<file path="src/rtl/commit_ctl.sv">
// In-order commit controller for the ROB head: retires one instruction per cycle at most,
// handshakes stores with the store buffer, raises flush on mispredict/exception, counts instret.
//
// state      | meaning
// RUN        | examine the committable head and retire, stall or flush
// STORE_WAIT | head store waiting for store-buffer acceptance
// FLUSH      | one-cycle flush; except_o reflects the latched exception
module commit_ctl #(
  parameter int ILEN        = 32,
  parameter int XLEN        = 64,
  parameter int ROB_IDX_LEN = 4,
  parameter int EXCEPT_LEN  = 6
) (
  input  logic                   clk_i,
  input  logic                   rst_n_i,
  input  logic                   rob_valid_i,
  input  logic                   rob_res_ready_i,
  input  logic [ILEN-1:0]        rob_instr_i,
  input  logic [ROB_IDX_LEN-1:0] rob_head_idx_i,
  input  logic                   rob_except_i,
  input  logic [EXCEPT_LEN-1:0]  rob_except_code_i,
  input  logic                   rob_mispred_i,
  output logic                   rob_ready_o,
  input  logic                   sb_store_committing_i,
  output logic                   sb_commit_o,
  output logic                   rf_we_o,
  output logic [ROB_IDX_LEN-1:0] comm_idx_o,
  output logic                   flush_o,
  output logic                   except_o,
  output logic [EXCEPT_LEN-1:0]  except_code_o,
  output logic [XLEN-1:0]        instret_o
);

  typedef enum logic [1:0] {
    RUN        = 2'd0,
    STORE_WAIT = 2'd1,
    FLUSH      = 2'd2
  } state_t;

  localparam logic [6:0] OP_STORE  = 7'b0100011;
  localparam logic [6:0] OP_BRANCH = 7'b1100011;
  localparam logic [6:0] OP_FENCE  = 7'b0001111;

  state_t                state_q, state_d;
  logic                  exc_flag_q, exc_flag_d;
  logic [EXCEPT_LEN-1:0] exc_code_q, exc_code_d;
  logic [XLEN-1:0]       instret_q;

  logic [6:0] opcode;
  logic [4:0] rd;
  logic       committable;
  logic       is_store;
  logic       writes_rd;
  logic       unused_instr;

  assign opcode       = rob_instr_i[6:0];
  assign rd           = rob_instr_i[11:7];
  assign committable  = rob_valid_i & rob_res_ready_i;
  assign is_store     = (opcode == OP_STORE);
  assign writes_rd    = (opcode != OP_STORE) && (opcode != OP_BRANCH) &&
                        (opcode != OP_FENCE) && (rd != 5'd0);
  assign unused_instr = ^rob_instr_i[ILEN-1:12];

  always_ff @(posedge clk_i or negedge rst_n_i) begin
    if (!rst_n_i) begin
      state_q    <= RUN;
      exc_flag_q <= 1'b0;
      exc_code_q <= '0;
      instret_q  <= '0;
    end else begin
      state_q    <= state_d;
      exc_flag_q <= exc_flag_d;
      exc_code_q <= exc_code_d;
      if (rob_ready_o) instret_q <= instret_q + {{(XLEN-1){1'b0}}, 1'b1};
    end
  end

  // Outputs are forced idle while reset is held so a pending store request drops at once.
  always_comb begin
    state_d     = state_q;
    exc_flag_d  = exc_flag_q;
    exc_code_d  = exc_code_q;
    rob_ready_o = 1'b0;
    sb_commit_o = 1'b0;
    flush_o     = 1'b0;
    if (rst_n_i) begin
      unique case (state_q)
        RUN: begin
          if (committable) begin
            if (rob_except_i) begin
              exc_flag_d = 1'b1;
              exc_code_d = rob_except_code_i;
              state_d    = FLUSH;
            end else if (is_store) begin
              sb_commit_o = 1'b1;
              if (sb_store_committing_i) rob_ready_o = 1'b1;
              else                       state_d     = STORE_WAIT;
            end else if (rob_mispred_i) begin
              rob_ready_o = 1'b1;
              exc_flag_d  = 1'b0;
              state_d     = FLUSH;
            end else begin
              rob_ready_o = 1'b1;
            end
          end
        end
        STORE_WAIT: begin
          sb_commit_o = 1'b1;
          if (sb_store_committing_i) begin
            rob_ready_o = 1'b1;
            state_d     = RUN;
          end
        end
        FLUSH: begin
          flush_o = 1'b1;
          state_d = RUN;
        end
        default: state_d = RUN;
      endcase
    end
  end

  assign rf_we_o       = rob_ready_o & writes_rd;
  assign comm_idx_o    = rob_head_idx_i;
  assign except_o      = flush_o & exc_flag_q;
  assign except_code_o = flush_o ? exc_code_q : '0;
  assign instret_o     = instret_q;

endmodule

</file>
<file path="config.mk">
export PLATFORM = sky130hd
export DESIGN_NAME = commit_ctl
export DESIGN_NICKNAME = d
export VERILOG_FILES = /design/src/rtl/commit_ctl.sv
export SDC_FILE = /design/constraint.sdc
export NUM_CORES = 1
export LEC_CHECK = 0
export ABC_AREA = 1
export CAP_MARGIN = 20
export CORE_MARGIN = 2
export CORE_UTILIZATION = 40
export DETAILED_ROUTE_END_ITERATION = 10
export GPL_ROUTABILITY_DRIVEN = 0
export MAX_ROUTING_LAYER = met4
export PLACE_DENSITY = 0.7
export SYNTH_ARGS = -nofsm -noshare
export SYNTH_HDL_FRONTEND = slang
export SYNTH_SLANG_ARGS = --single-unit
</file>
<file path="constraint.sdc">
create_clock -name clk_i -period 1.9 [get_ports clk_i]
set_clock_uncertainty 0.2 [all_clocks]
set_input_delay 0.475 -clock clk_i [delete_from_list [all_inputs] [get_ports clk_i]]
set_output_delay 0.475 -clock clk_i [all_outputs]
set_load 0.005 [all_outputs]
</file>
==> results of run 1 <==
[critical path, cell delays in order]
cell and delay (ns):
dlygate4sd2_1 0.24, inv_1 0.07, nand2_2 0.08, nor2_4 0.14
buf_4 0.12, buf_4 0.10, nand3_4 0.08, nand3_4 0.09
nor2_2 0.03, buf_2 0.13
[worst min path at each step]
stage	to	slack (ns)
6_report	state_q[1]$_DFFE_PN0P_	0.08
5_1_grt	instret_o[32]$_DFFE_PN0P_	0.11
4_1_cts	instret_o[32]$_DFFE_PN0P_	0.09
3_5_place_dp	exc_flag_q$_DFFE_PN0P_	0.26
3_3_place_gp	exc_flag_q$_DFFE_PN0P_	0.26
2_1_floorplan	exc_code_q[0]$_DFFE_PN0P_	-0.02
[cell families (layout without fill, tap and decap cells)]
kind of cell | count (synthesis) | after routing | synth area share
AND/OR/NAND/NOR | 438 | 438 | 0.4262
buffers and inverters | 83 | 354 | 0.07577
flip-flops | 73 | 73 | 0.4067
XOR/XNOR | 37 | 37 | 0.07214
AO/OA/AOI/OAI | 13 | 13 | 0.01644
adder cells (fa/ha/maj) | 1 | 1 | 0.002785
other | 0 | 1 | 0
[metal layers]
layer	track usage	vias to the layer above	wire, um
li1	-	2546	-
met1	0.3363	2457	6645
met2	0.4251	216	7795
met3	0.03527	37	994
met4	0.09403	0	465
met5	-	-	0
[placed cells by master, fill, tap and decap left out, types with 15 or more instances in the layout]
cell,synthesis,final
buf_4,5,147
buf_6,1,15
dfrtp_1,73,64
dlygate4sd2_1,0,58
inv_1,74,69
nand2_1,208,188
nand2_2,5,23
nand3_1,38,22
nand4_1,25,25
nor2_1,122,81
nor2_2,7,25
nor2_4,9,32
xnor2_1,19,15
xor2_1,18,18
[stage by stage]
stage	setup TNS (ns)	util	cell area [sq um]	power, uW	hold WS (ns)
final	-10.32	0.6896	7508	3760	0.08166
after floorplan	0	-	4501	2003	-0.02059
after detailed placement	-46.61	0.5560	6053	2448	0.2624
after global placement	-42.18	0.5560	6053	2426	0.2560
after CTS	-5.341	0.6324	6885	3601	0.08569
after global routing	-14.89	0.6896	7508	3908	0.1088
[timing repair]
action / in CTS / in global routing
buffers inserted: 84 / 21
pin swaps: 21 / 37
endpoints found under the setup margin: 138 / 93
gates cloned: 0 / 2
resized for setup: 165 / 122
[sequential cells by signal, summed over array words and instances, names as in the netlist]
register    cells
exc_code_q      6
exc_flag_q      1
instret_o      64
state_q         2
[cell type report]
cell class / instances / area share
Multi-Input combinational cell: 489 / 0.3698
Timing Repair Buffer: 267 / 0.3048
Sequential cell: 73 / 0.2448
Inverter: 74 / 0.03699
Tap cell: 140 / 0.02333
Clock buffer: 12 / 0.01933
Clock inverter: 1 / 0.0006666
Antenna cell: 1 / 0.0003333
[report_power, final]
group          internal, uW  total [uW]  leakage (uW)  switching (uW)
Combinational           496         964       0.00285             467
Sequential             1650        1710      0.000961            54.0
Clock                   488        1090     0.0000782             599
==> run metrics, run 1 <==
Reg area between 0.0015 and 0.002 sq mm; Post-Syn Area 0.004492 sq mm; grt total ovfl 0; Avg Cell Area, Syn 6.964 sq um; TritonCTS clock tree built; Critical Path RT 1.22 ns; EDFF count, synth 0; most instantiated cells after synthesis nand2_1 (208), nor2_1 (122), inv_1 (74); Worst R2R Path Depth 12; Mapped Cells approximately 650; warning count from the yosys run 0; synthesis-to-finish area growth 67.16%; first-pass GRT wire length 23700 um; worst reg2reg endpoint instret_o[0]$_DFFE_PN0P_; top-area cell type share of the netlist area 0.4067; worst setup path endpoint rf_we_o; Routed WL between 15000 and 20000 um; GRT Total Usage 0.2619; Post-synth top flop dfrtp_1; RSZ-0062 raised after global routing true; arrival time of the worst setup path ~1.6 ns; initial core utilization 0.4125; fillers 880; final setup violation count 62; Max Fclk 0.4483 GHz; post-synthesis register bit count 73; dpl cells 936; Worst Tran Pin Value 0.6355 ns; number of global-route vias before repair approximately 5100; Avg WL per Cell 15.04 um; CTS buffer count 9; layout cells sized above 1 0.3483; Tcrit/Tclk final 1.174; nets@finish 964; minimum clock period 2.231 ns; failing checks negative setup slack; Vias 5256; H-Tree Depth 3; Clock Tree Root clkbuf_8; pre-CTS setup slack -0.9354 ns; CTS Sinks 73; clock tree buffer depth 2; post-route DRC violation count 0; register clock-pin slew on the reported worst setup and hold paths approximately 0.070 ns; Synth cell types 27; Slew Limit Fails 0; most common cell in the netlist nand2_1; Buffers on Ports 99; Vias/cell 4.973; Max FO, Critical Path 2; multi-input logic area 0.002776 sq mm; DRT Pass-1 Iters 5; R2R Setup Slk -0.27 ns; die height 110.0 um; CP startpoint rob_instr_i[4]; Chip Width approximately 110 um; top cells by area, synth dfrtp_1 (41%), nand2_1 (17%), nor2_1 (10%), inv_1 (6.2%), nand3_1 (4.2%); Pleak 0.003892 uW; ANT nets after route 0; Core Region 0.01089 sq mm; Max-cap violations 0; Slew HR 0.5764; Final HPWL DP 10520 um; I/O pins 128; maximum VDD drop 0.4019 mV; worst hold-check path type in2async; Crit Path Category in2out; final hold vios 0; worst skew pair latency 0.37 ns; status complete, but fails checks; Mapped Nets 695; sequential share of the synthesized area 0.4067; FP Rows 38; drt first-iter violations roughly 300; largest net degree at the start of global routing 49; critical path endpoint category output port; post-synth top area cell dfrtp_1; initial antenna violation count 1; Worst R2R Start state_q[1]$_DFFE_PN0P_; fin cells between 1000 and 1500; PnR worst setup slack -0.3307 ns; Die Area 0.01209 sq mm; Post-synth ARST share 1.000; Startpoint Class input port; # hold bufs at CTS 0; pwr dens 500.7 mW/mm^2
No activity file was read; power rests on OpenSTA's default activity.
==> run 2, diff against run 1 <==
- PLACE_DENSITY: 0.7 -> 0.67
- SKIP_CTS_REPAIR_TIMING: not set -> 1
- clock period: 1.9 -> 2.75 ns (I/O delays scaled with it)
==> run 2 against run 1 <==
The flow now finishes without violations. Clock power decreased by 15%. Cell area decreased by 19%. Non-clock buffer count decreased by 147. Die area unchanged. Register-to-register slack improved by 0.69 ns. Combinational power decreased by 57%. Sequential power decreased by 30%. First-iteration DRC count decreased by 25%. Sequential share of layout area increased by 5.7 points. Routed wire length decreased by 20%. Critical path depth decreased by 3. Hold slack improved by 0.21 ns. Largest cell class unchanged. Largest power group unchanged.
==> run metrics, run 2 (synthesis gave the netlist of run 1 again) <==
grt total ovfl 0 (unchanged); layout cells sized above 1 0.09845 (-0.2498); worst skew pair latency 0.36 ns (about the same); worst hold-check path type reg2reg; Startpoint Class input port; first-pass GRT wire length 20580 um (-13%); initial core utilization 0.4125 (unchanged); commonest non-fill, non-tap cells in the layout nand2_1 (203), nor2_1 (119), clkdlybuf4s50_1 (81); PnR worst setup slack 0.02958 ns (+0.3602 ns); Worst Tran Pin Value 0.9322 ns (+0.2967 ns); Core Region 0.01089 sq mm (unchanged); Clock Tree Root clkbuf_8; Hold Slack 0.2944 ns (+0.2127 ns); FP Rows 38 (unchanged); initial antenna violation count 0 (-1); fillers 1080 (+23%); R2R Setup Slk 0.42 ns (+0.69 ns); DRT Pass-1 Iters 5 (unchanged); multi-input logic area 0.002384 sq mm (-14%); final setup violation count 0 (-100%); Buffers on Ports 99 (unchanged); Max FO, Critical Path 3 (+1); pre-CTS setup slack -0.4151 ns (+0.5203 ns); Max-cap violations 0 (unchanged); register clock-pin slew on the reported worst setup and hold paths 0.07 ns (about the same); Slew HR 0.3785 (-0.1978); drt first-iter violations 225 (-25%); ANT nets after route 0 (unchanged); minimum clock period roughly 2.7 ns; CTS buffer count 9 (unchanged); final hold vios 0 (unchanged); clock tree buffer depth 2 (unchanged); Final Cell Area 0.006055 sq mm (-19%); Avg WL per Cell 13.91 um (-7.5%); I/O pins 128 (unchanged); Pleak 0.002780 uW (-29%); CTS Sinks 73 (unchanged); nets@finish 817 (-15%); number of global-route vias before repair 4397 (-13%); Post-DP Area 0.005698 sq mm (-5.9%); TritonCTS clock tree built; pwr dens 419.5 mW/mm^2 (-16%); Vias/cell 4.921 (-1.0%); die height 110.0 um (unchanged); largest net degree at the start of global routing 74 (+51%); Chip Width 110.0 um (unchanged); Max Fclk 0.3676 GHz; commonest non-fill, non-tap cell in the layout nand2_1; Routed WL 12690 um (-20%); GRT Total Usage 0.2269 (-0.03509); Design Power 2540 uW (-32%); Crit Path Category in2out; synthesis-to-finish area growth 34.79%; Slew Limit Fails 0 (unchanged); Die Area 0.01209 sq mm (unchanged); status finished clean; H-Tree Depth 3 (unchanged); maximum VDD drop 0.2927 mV (-27%); critical path endpoint category output port; Largest register FFs 64 (unchanged); Reg area 0.001827 sq mm (-0.61%); Tcrit/Tclk final 0.9892; arrival time of the worst setup path 1.83 ns (+0.27 ns); n_diodes 0 (-1); Critical Path RT 1.86 ns (+0.64 ns); Vias 4488 (-15%); Final HPWL DP 9624 um (-8.5%); post-route DRC violation count 0 (unchanged)
## run 2: changes by cell type in the layout (fill, tap and decap cells not counted), sizes merged, moves of 2 or more
| cell | delta |
|---|---|
| buf | -157 |
| clkinv | +2 |
| clkdlybuf4s50 | +69 |
| dlymetal6s2s | +4 |
| bufinv | +2 |
| clkbuf | -6 |
| dlygate4sd2 | -58 |
## run 2: path summary, 6_finish.rpt
path,start,to,cells past startpoint
max,rob_instr_i[1],sb_commit_o,7
min in group asynchronous,rst_n_i,exc_flag_q$_DFFE_PN0P_,3
min,exc_flag_q$_DFFE_PN0P_,exc_flag_q$_DFFE_PN0P_,2
min reg2reg,exc_flag_q$_DFFE_PN0P_,exc_flag_q$_DFFE_PN0P_,2
max in group asynchronous,rst_n_i,instret_o[12]$_DFFE_PN0P_,3
max reg2reg,state_q[1]$_DFFE_PN0P_,instret_o[52]$_DFFE_PN0P_,11
## run 2: area by class of cell
class	count	area share
clock inverter	6	0.01364
sequential	73	0.3017
tap	140	0.02893
clock buffer	10	0.02108
inverter	74	0.04588
multi-input combinational	489	0.3937
timing repair buffer	120	0.1951
## run 2: report_power, final
part,leakage (uW),internal (uW),switching (uW)
combinational,0.00170,206,205
clock,0.000106,507,423
sequential,0.000974,1140,55.9
total,0.00278,1860,684
## run 2: per-layer routing
metal / global-route usage / wire length, um / up-vias
met4: 0.06691 / 241 / 0
li1: - / - / 2257
met1: 0.3003 / 5914 / 2054
met2: 0.3545 / 5774 / 154
met5: - / 0 / -
met3: 0.04350 / 759 / 23
## run 2: metrics by stage
step / TNS [ns] / std cells / util
floorplan: 0 / 645 / -
detailed placement: -1.578 / 889 / 0.5233
CTS: -2.001 / 905 / 0.5426
global route: -0.05285 / 912 / 0.5561
global placement: -1.445 / 889 / 0.5233
finish: 0 / 912 / 0.5561
## run 2: critical path, cell delays in order
cell	delay, ns
clkdlybuf4s50_1	0.47
nand2_2	0.09
nor2_4	0.12
nand2_2	0.08
nor2_1	0.12
o21a_1	0.13
dlymetal6s2s_1	0.14
